## config.mk

```make
export PLATFORM = sky130hd
export DESIGN_NAME = lsu_dmem_master
export DESIGN_NICKNAME = d
export VERILOG_FILES = /design/src/rtl/lsu_dmem_master.sv
export SDC_FILE = /design/constraint.sdc
export NUM_CORES = 1
export LEC_CHECK = 0
export BUFFER_PORTS_ARGS = -buffer_cell sky130_fd_sc_hd__buf_2
export CORE_ASPECT_RATIO = 1.5
export CORE_MARGIN = 10
export CORE_UTILIZATION = 25
export DETAILED_ROUTE_END_ITERATION = 12
export GPL_TIMING_DRIVEN = 0
export PLACE_DENSITY = 0.44
export SLEW_MARGIN = 20
export SYNTH_ARGS = -nofsm -noshare
export SYNTH_HDL_FRONTEND = slang
export SYNTH_SLANG_ARGS = --single-unit
```

## constraint.sdc

```tcl
create_clock -name clk -period 5.4 [get_ports clk]
set_clock_uncertainty 0.15 [all_clocks]
set_input_delay 0.54 -clock clk [delete_from_list [all_inputs] [get_ports clk]]
set_output_delay 0.54 -clock clk [all_outputs]
set_load 0.01 [all_outputs]
```

## src/rtl/lsu_dmem_master.sv

```systemverilog
// lsu_dmem_master: one-outstanding scalar load/store initiator for the dmem port; define LSU_MISALIGN_TRAP_EN to trap misaligned accesses
module lsu_dmem_master #(
  parameter int TAG_WIDTH = 5,
  parameter int TIMEOUT_CYCLES = 16,
  parameter int ADDR_WIDTH = 32,
  parameter int DATA_WIDTH = 32
) (
  input  logic                  clk,
  input  logic                  rst_n,
  input  logic                  req_valid,
  output logic                  req_ready,
  input  logic                  req_we,
  input  logic [1:0]            req_size,
  input  logic                  req_unsigned,
  input  logic [ADDR_WIDTH-1:0] req_addr,
  input  logic [DATA_WIDTH-1:0] req_wdata,
  input  logic [TAG_WIDTH-1:0]  req_tag,
  output logic                  resp_valid,
  input  logic                  resp_ready,
  output logic [DATA_WIDTH-1:0] resp_rdata,
  output logic [TAG_WIDTH-1:0]  resp_tag,
  output logic                  resp_err,
  output logic                  dmem_req,
  output logic                  dmem_we,
  output logic [ADDR_WIDTH-1:0] dmem_addr,
  output logic [DATA_WIDTH-1:0] dmem_wdata,
  output logic [3:0]            dmem_be,
  input  logic [DATA_WIDTH-1:0] dmem_rdata,
  input  logic                  dmem_valid
);
  typedef enum logic [1:0] {IDLE, ISSUE, WAIT, RESP} state_t;
  localparam int CW = $clog2(TIMEOUT_CYCLES + 1);
  state_t state_q, state_d;
  logic [CW-1:0] cnt_q, cnt_d;
  logic we_q, we_d, uns_q, uns_d;
  logic [1:0] size_q, size_d, off_q, off_d;
  logic [TAG_WIDTH-1:0] tag_q, tag_d;
  logic req_ready_q, req_ready_d, resp_valid_q, resp_valid_d, resp_err_q, resp_err_d;
  logic [DATA_WIDTH-1:0] resp_rdata_q, resp_rdata_d, dmem_wdata_q, dmem_wdata_d;
  logic [TAG_WIDTH-1:0] resp_tag_q, resp_tag_d;
  logic dmem_req_q, dmem_req_d, dmem_we_q, dmem_we_d;
  logic [ADDR_WIDTH-1:0] dmem_addr_q, dmem_addr_d;
  logic [3:0] dmem_be_q, dmem_be_d;
  logic word_in, half_in, trap_in;
  logic [1:0] off_in;
  logic [3:0] be_in;
  logic [DATA_WIDTH-1:0] wd_in, sh, ld;
  assign word_in = req_size[1];
  assign half_in = req_size == 2'b01;
  assign off_in = word_in ? 2'b00 : half_in ? {req_addr[1], 1'b0} : req_addr[1:0];
  assign be_in = word_in ? 4'hf : (half_in ? 4'h3 : 4'h1) << off_in;
  assign wd_in = word_in ? req_wdata : half_in ? {2{req_wdata[15:0]}} : {4{req_wdata[7:0]}};
`ifdef LSU_MISALIGN_TRAP_EN
  assign trap_in = (half_in & req_addr[0]) | (word_in & |req_addr[1:0]);
`else
  assign trap_in = 1'b0;
`endif
  assign sh = dmem_rdata >> {off_q, 3'b000};
  assign ld = size_q[1] ? sh : size_q[0] ? {{16{~uns_q & sh[15]}}, sh[15:0]} : {{24{~uns_q & sh[7]}}, sh[7:0]};
  always_comb begin
    state_d = state_q;
    cnt_d = cnt_q;
    we_d = we_q;
    size_d = size_q;
    uns_d = uns_q;
    off_d = off_q;
    tag_d = tag_q;
    resp_valid_d = resp_valid_q;
    resp_err_d = resp_err_q;
    resp_rdata_d = resp_rdata_q;
    resp_tag_d = resp_tag_q;
    dmem_req_d = 1'b0;
    dmem_we_d = 1'b0;
    dmem_addr_d = '0;
    dmem_wdata_d = '0;
    dmem_be_d = 4'h0;
    case (state_q)
      IDLE: if (req_valid) begin
        we_d = req_we;
        size_d = req_size;
        uns_d = req_unsigned;
        off_d = off_in;
        tag_d = req_tag;
        state_d = trap_in ? RESP : ISSUE;
        resp_valid_d = trap_in;
        resp_err_d = trap_in;
        resp_rdata_d = '0;
        resp_tag_d = trap_in ? req_tag : '0;
        dmem_req_d = ~trap_in;
        dmem_we_d = ~trap_in & req_we;
        dmem_addr_d = trap_in ? '0 : {req_addr[ADDR_WIDTH-1:2], 2'b00};
        dmem_wdata_d = trap_in ? '0 : wd_in;
        dmem_be_d = trap_in ? 4'h0 : be_in;
      end
      ISSUE: begin
        state_d = WAIT;
        cnt_d = '0;
      end
      WAIT: if (dmem_valid || cnt_q == CW'(TIMEOUT_CYCLES - 1)) begin
        state_d = RESP;
        resp_valid_d = 1'b1;
        resp_err_d = ~dmem_valid;
        resp_rdata_d = (dmem_valid && !we_q) ? ld : '0;
        resp_tag_d = tag_q;
      end else begin
        cnt_d = cnt_q + 1'b1;
      end
      RESP: if (resp_ready) begin
        state_d = IDLE;
        resp_valid_d = 1'b0;
        resp_err_d = 1'b0;
        resp_rdata_d = '0;
        resp_tag_d = '0;
      end
      default: state_d = IDLE;
    endcase
    req_ready_d = state_d == IDLE;
  end
  always_ff @(posedge clk or negedge rst_n) begin
    if (!rst_n) begin
      state_q <= IDLE;
      cnt_q <= '0;
      we_q <= 1'b0;
      size_q <= 2'b00;
      uns_q <= 1'b0;
      off_q <= 2'b00;
      tag_q <= '0;
      req_ready_q <= 1'b1;
      resp_valid_q <= 1'b0;
      resp_err_q <= 1'b0;
      resp_rdata_q <= '0;
      resp_tag_q <= '0;
      dmem_req_q <= 1'b0;
      dmem_we_q <= 1'b0;
      dmem_addr_q <= '0;
      dmem_wdata_q <= '0;
      dmem_be_q <= 4'h0;
    end else begin
      state_q <= state_d;
      cnt_q <= cnt_d;
      we_q <= we_d;
      size_q <= size_d;
      uns_q <= uns_d;
      off_q <= off_d;
      tag_q <= tag_d;
      req_ready_q <= req_ready_d;
      resp_valid_q <= resp_valid_d;
      resp_err_q <= resp_err_d;
      resp_rdata_q <= resp_rdata_d;
      resp_tag_q <= resp_tag_d;
      dmem_req_q <= dmem_req_d;
      dmem_we_q <= dmem_we_d;
      dmem_addr_q <= dmem_addr_d;
      dmem_wdata_q <= dmem_wdata_d;
      dmem_be_q <= dmem_be_d;
    end
  end
  assign req_ready = req_ready_q;
  assign resp_valid = resp_valid_q;
  assign resp_err = resp_err_q;
  assign resp_rdata = resp_rdata_q;
  assign resp_tag = resp_tag_q;
  assign dmem_req = dmem_req_q;
  assign dmem_we = dmem_we_q;
  assign dmem_addr = dmem_addr_q;
  assign dmem_wdata = dmem_wdata_q;
  assign dmem_be = dmem_be_q;
endmodule

```

==> metrics.cfg <==
[logic_synthesis]
synthCells=477
yosysWarnings=0
synth_edf_count=0
async_reset_ff_share_pct=100.0
synth_area_um2=5477
yosysUniqueCellTypes=43
syn_avg_cell_area_um2=11.48
ys_seq_elements=126
seq_area_frac_synth_pct=57.60
synth_largest_area_cell=dfrtp_1
synthFlopType=dfrtp_1
ys_top_cells_by_area=dfrtp_1 (57%), mux2i_1 (6.8%), a22o_1 (4.6%), and3_1 (4.6%), mux2_2 (3.3%)
synth_top_area_share_pct=57.12

[setup_path]
critical_path.endpoint_type=flip-flop
crit_type=reg -> reg
cp_slowest_stage_delay_ps=420
crit_buf_inv=2
cp_top_family=compound AO/OA/AOI/OAI gates
slowest_stage=dfrtp_1
cpMostUsedCell=ha_1
arrival_ps=2780
worst_ep_required_time_ps=5580
cp_max_fo=10
cp_cell_sequence=ha_1 -> and3_1 -> ha_1 -> o21ai_1 -> o21ai_0 -> nand3_1 -> buf_2 -> buf_4 -> o2bb2ai_1
start_kind=flip-flop

[clock_tree]
clk_path_buf_depth=2
htree_levels=4
cts.clk_slew.worst_paths_ps=60
cts_resized=0
cts_root_buf=clkbuf_16
cts_inserted_buffers=17
cts_tree=yes
cts_sinks=126
insertion_delay_ps=410
cts_post_setup_buffers_inserted=0

[placement]
dp_hpwl_um=15710
place_congestion=0.8471
placement.io_buffers=215

[global_route]
grt.met2_usage_pct=23.24
grt_max_degree=68
grt_use_met3_pct=7.707
grt_first_pass_wirelength_um=30120
antenna_found_initial=3
gr-total-overflow=0
grt_busiest_layer=met2
grt_util_met1_pct=13.72
track_usage_pct=13.78
grt_pass1_vias=5218

[finish]
area_growth_pct=37.35
diodes=0
drive_gt1_share_pct=38.65
fin_nets=830

[floorplan]
start_util_pct=25.31
die_height_um=201.3
fp-row-count=66
fp.coreArea_um2=21640
die_x_um=140.8
die_area_um2=28350
ioPinCount=220

[sta]
finalCriticalPeriod_ps=2600
final_max_slew_viol_count=0
worstMarginPinSlew_ps=687.6
maxSlewHeadroom_pct=54.16
rsz0062_at_grt=false
finalCritPeriodShare_pct=48.15
fmax_mhz=384.6
hold_viol=0
fin_setup_tns_ps=0
finalSetupViolations=0

[detailed_routing]
dr.first_iter.drc_count=153
num_vias=4668
viasPerCell=4.673
drc=0
dr.pass1.iters=4
wl_per_cell_um=19.80
wl_um=19780
ant_nets=0

[power]
p_total_w=0.003724
p_leak_nw=4.075
p_per_area_nw_per_um2=495.0
vdd_drop_max_uv=212.7

[min_path]
min_path_type=in -> reg

[job]
max_cap_violations=0

[status]
outcome=completed

-- final cells by class --
class                           count  area [um2]
Fill cell                        2256       14110
Timing Repair Buffer              217        1124
Clock inverter                      9       110.1
Inverter                            9       33.78
Tap cell                          272       340.3
Multi-Input combinational cell    305        2106
Buffer                             38       186.4
Clock buffer                       23       467.9
Sequential cell                   126        3154
-- registers in the layout, indices dropped and copies added, names as in the netlist --
name	count
cnt_q	5
dmem_addr	30
dmem_be	4
dmem_req	1
dmem_wdata	32
dmem_we	1
off_q	2
req_ready	1
resp_err	1
resp_rdata	32
resp_tag	5
resp_valid	1
size_q	2
state_q	2
tag_q	5
uns_q	1
we_q	1
-- cells in the final DEF, fill, tap and decap left out, types with 4 or more instances in the layout --
cell	count
nand2_1	38
o21ai_0	31
inv_1	8
mux2i_1	37
clkbuf_16	17
a21oi_1	22
ha_1	6
clkbuf_1	26
mux2_2	16
nor2_1	32
buf_2	222
a22o_1	29
a21o_1	4
dfrtp_1	125
and3_1	40
o2bb2ai_1	18
-- synthesized netlist by cell type (2+ instances only) --
library cell  count
nor3b_1           2
buf_4             3
mux2_2           16
buf_2             8
nor2_1           32
inv_1             8
xnor2_1           2
buf_6             3
nand2_1          38
a21o_1            4
ha_1              6
o2bb2ai_1        18
clkbuf_1         22
nor2b_1           3
buf_1             2
a21oi_1          22
dfrtp_1         125
o21ai_0          31
and3_1           40
nand2b_1          3
a2bb2oi_1         2
a22o_1           29
mux2i_1          37
nand3_1           2
-- metal layers --
layer,routed length [um],part of all wire (%),up-vias
met5,37,0.19,-
met3,2148,11,29
li1,-,-,2165
met1,7172,36,2280
met2,9939,50,188
met4,478,2.4,6
-- worst register-to-register path: cells and delay by family, from the launching register on --
kind,cells,cell delay [ps]
AND/OR/NAND/NOR,2,350
buffers and inverters,2,510
flip-flops,1,420
AO/OA/AOI/OAI,3,680
adder cells (fa/ha/maj),2,420
-- cells by family (layout without fill, tap and decap cells) --
family	count (synthesis)	in the layout	share of synthesized area, %
xor+xnor	3	3	0.4799
other cells	1	2	0.06847
simple gates	126	126	11.61
compound gates	114	114	14.55
buf+inv	47	296	4.021
fa+ha+maj	6	6	1.371
mux	54	54	10.30
flops	126	126	57.60
-- metrics by stage --
step	cells	setup slack [ps]	hold slack [ps]	cell area, um2	util [%]
finish	999	2800	210.4	7522	34.77
global route	999	2677	183.3	7522	34.77
CTS	999	2777	180.4	7522	34.77
detailed placement	966	2802	318.3	6934	32.05
global placement	965	1923	324.6	6897	31.88
floorplan	478	3209	94.41	5480	-
-- timing repair --
item / 4_1_cts / 5_1_grt
endpoints found under the hold margin: 65 / 0
setup endpoints to repair: 0 / 0
hold buffers: 1 / 0
-- power by group --
group          switching (W)  internal [W]
clock               0.000428      0.000704
sequential          0.000106       0.00117
combinational       0.000806      0.000508
total                0.00134       0.00238
-- final timing paths --
| check | from | to | slack [ps] | cells after the start |
|---|---|---|---|---|
| setup / recovery | cnt_q[0]$_DFFE_PN0P_ | resp_rdata[6]$_DFFE_PN0P_ | 2800 | 9 |
| hold / removal | req_tag[0] | tag_q[0]$_DFFE_PN0P_ | 210 | 2 |
| setup reg to reg | cnt_q[0]$_DFFE_PN0P_ | resp_rdata[6]$_DFFE_PN0P_ | 2800 | 9 |
| hold reg to reg | resp_valid$_DFFE_PN0P_ | resp_valid$_DFFE_PN0P_ | 330 | 1 |
| max in group asynchronous | rst_n | dmem_addr[31]$_DFF_PN0_ | 3900 | 3 |
| min in group asynchronous | rst_n | dmem_wdata[22]$_DFF_PN0_ | 510 | 2 |
(Power assumes the default switching activity.)
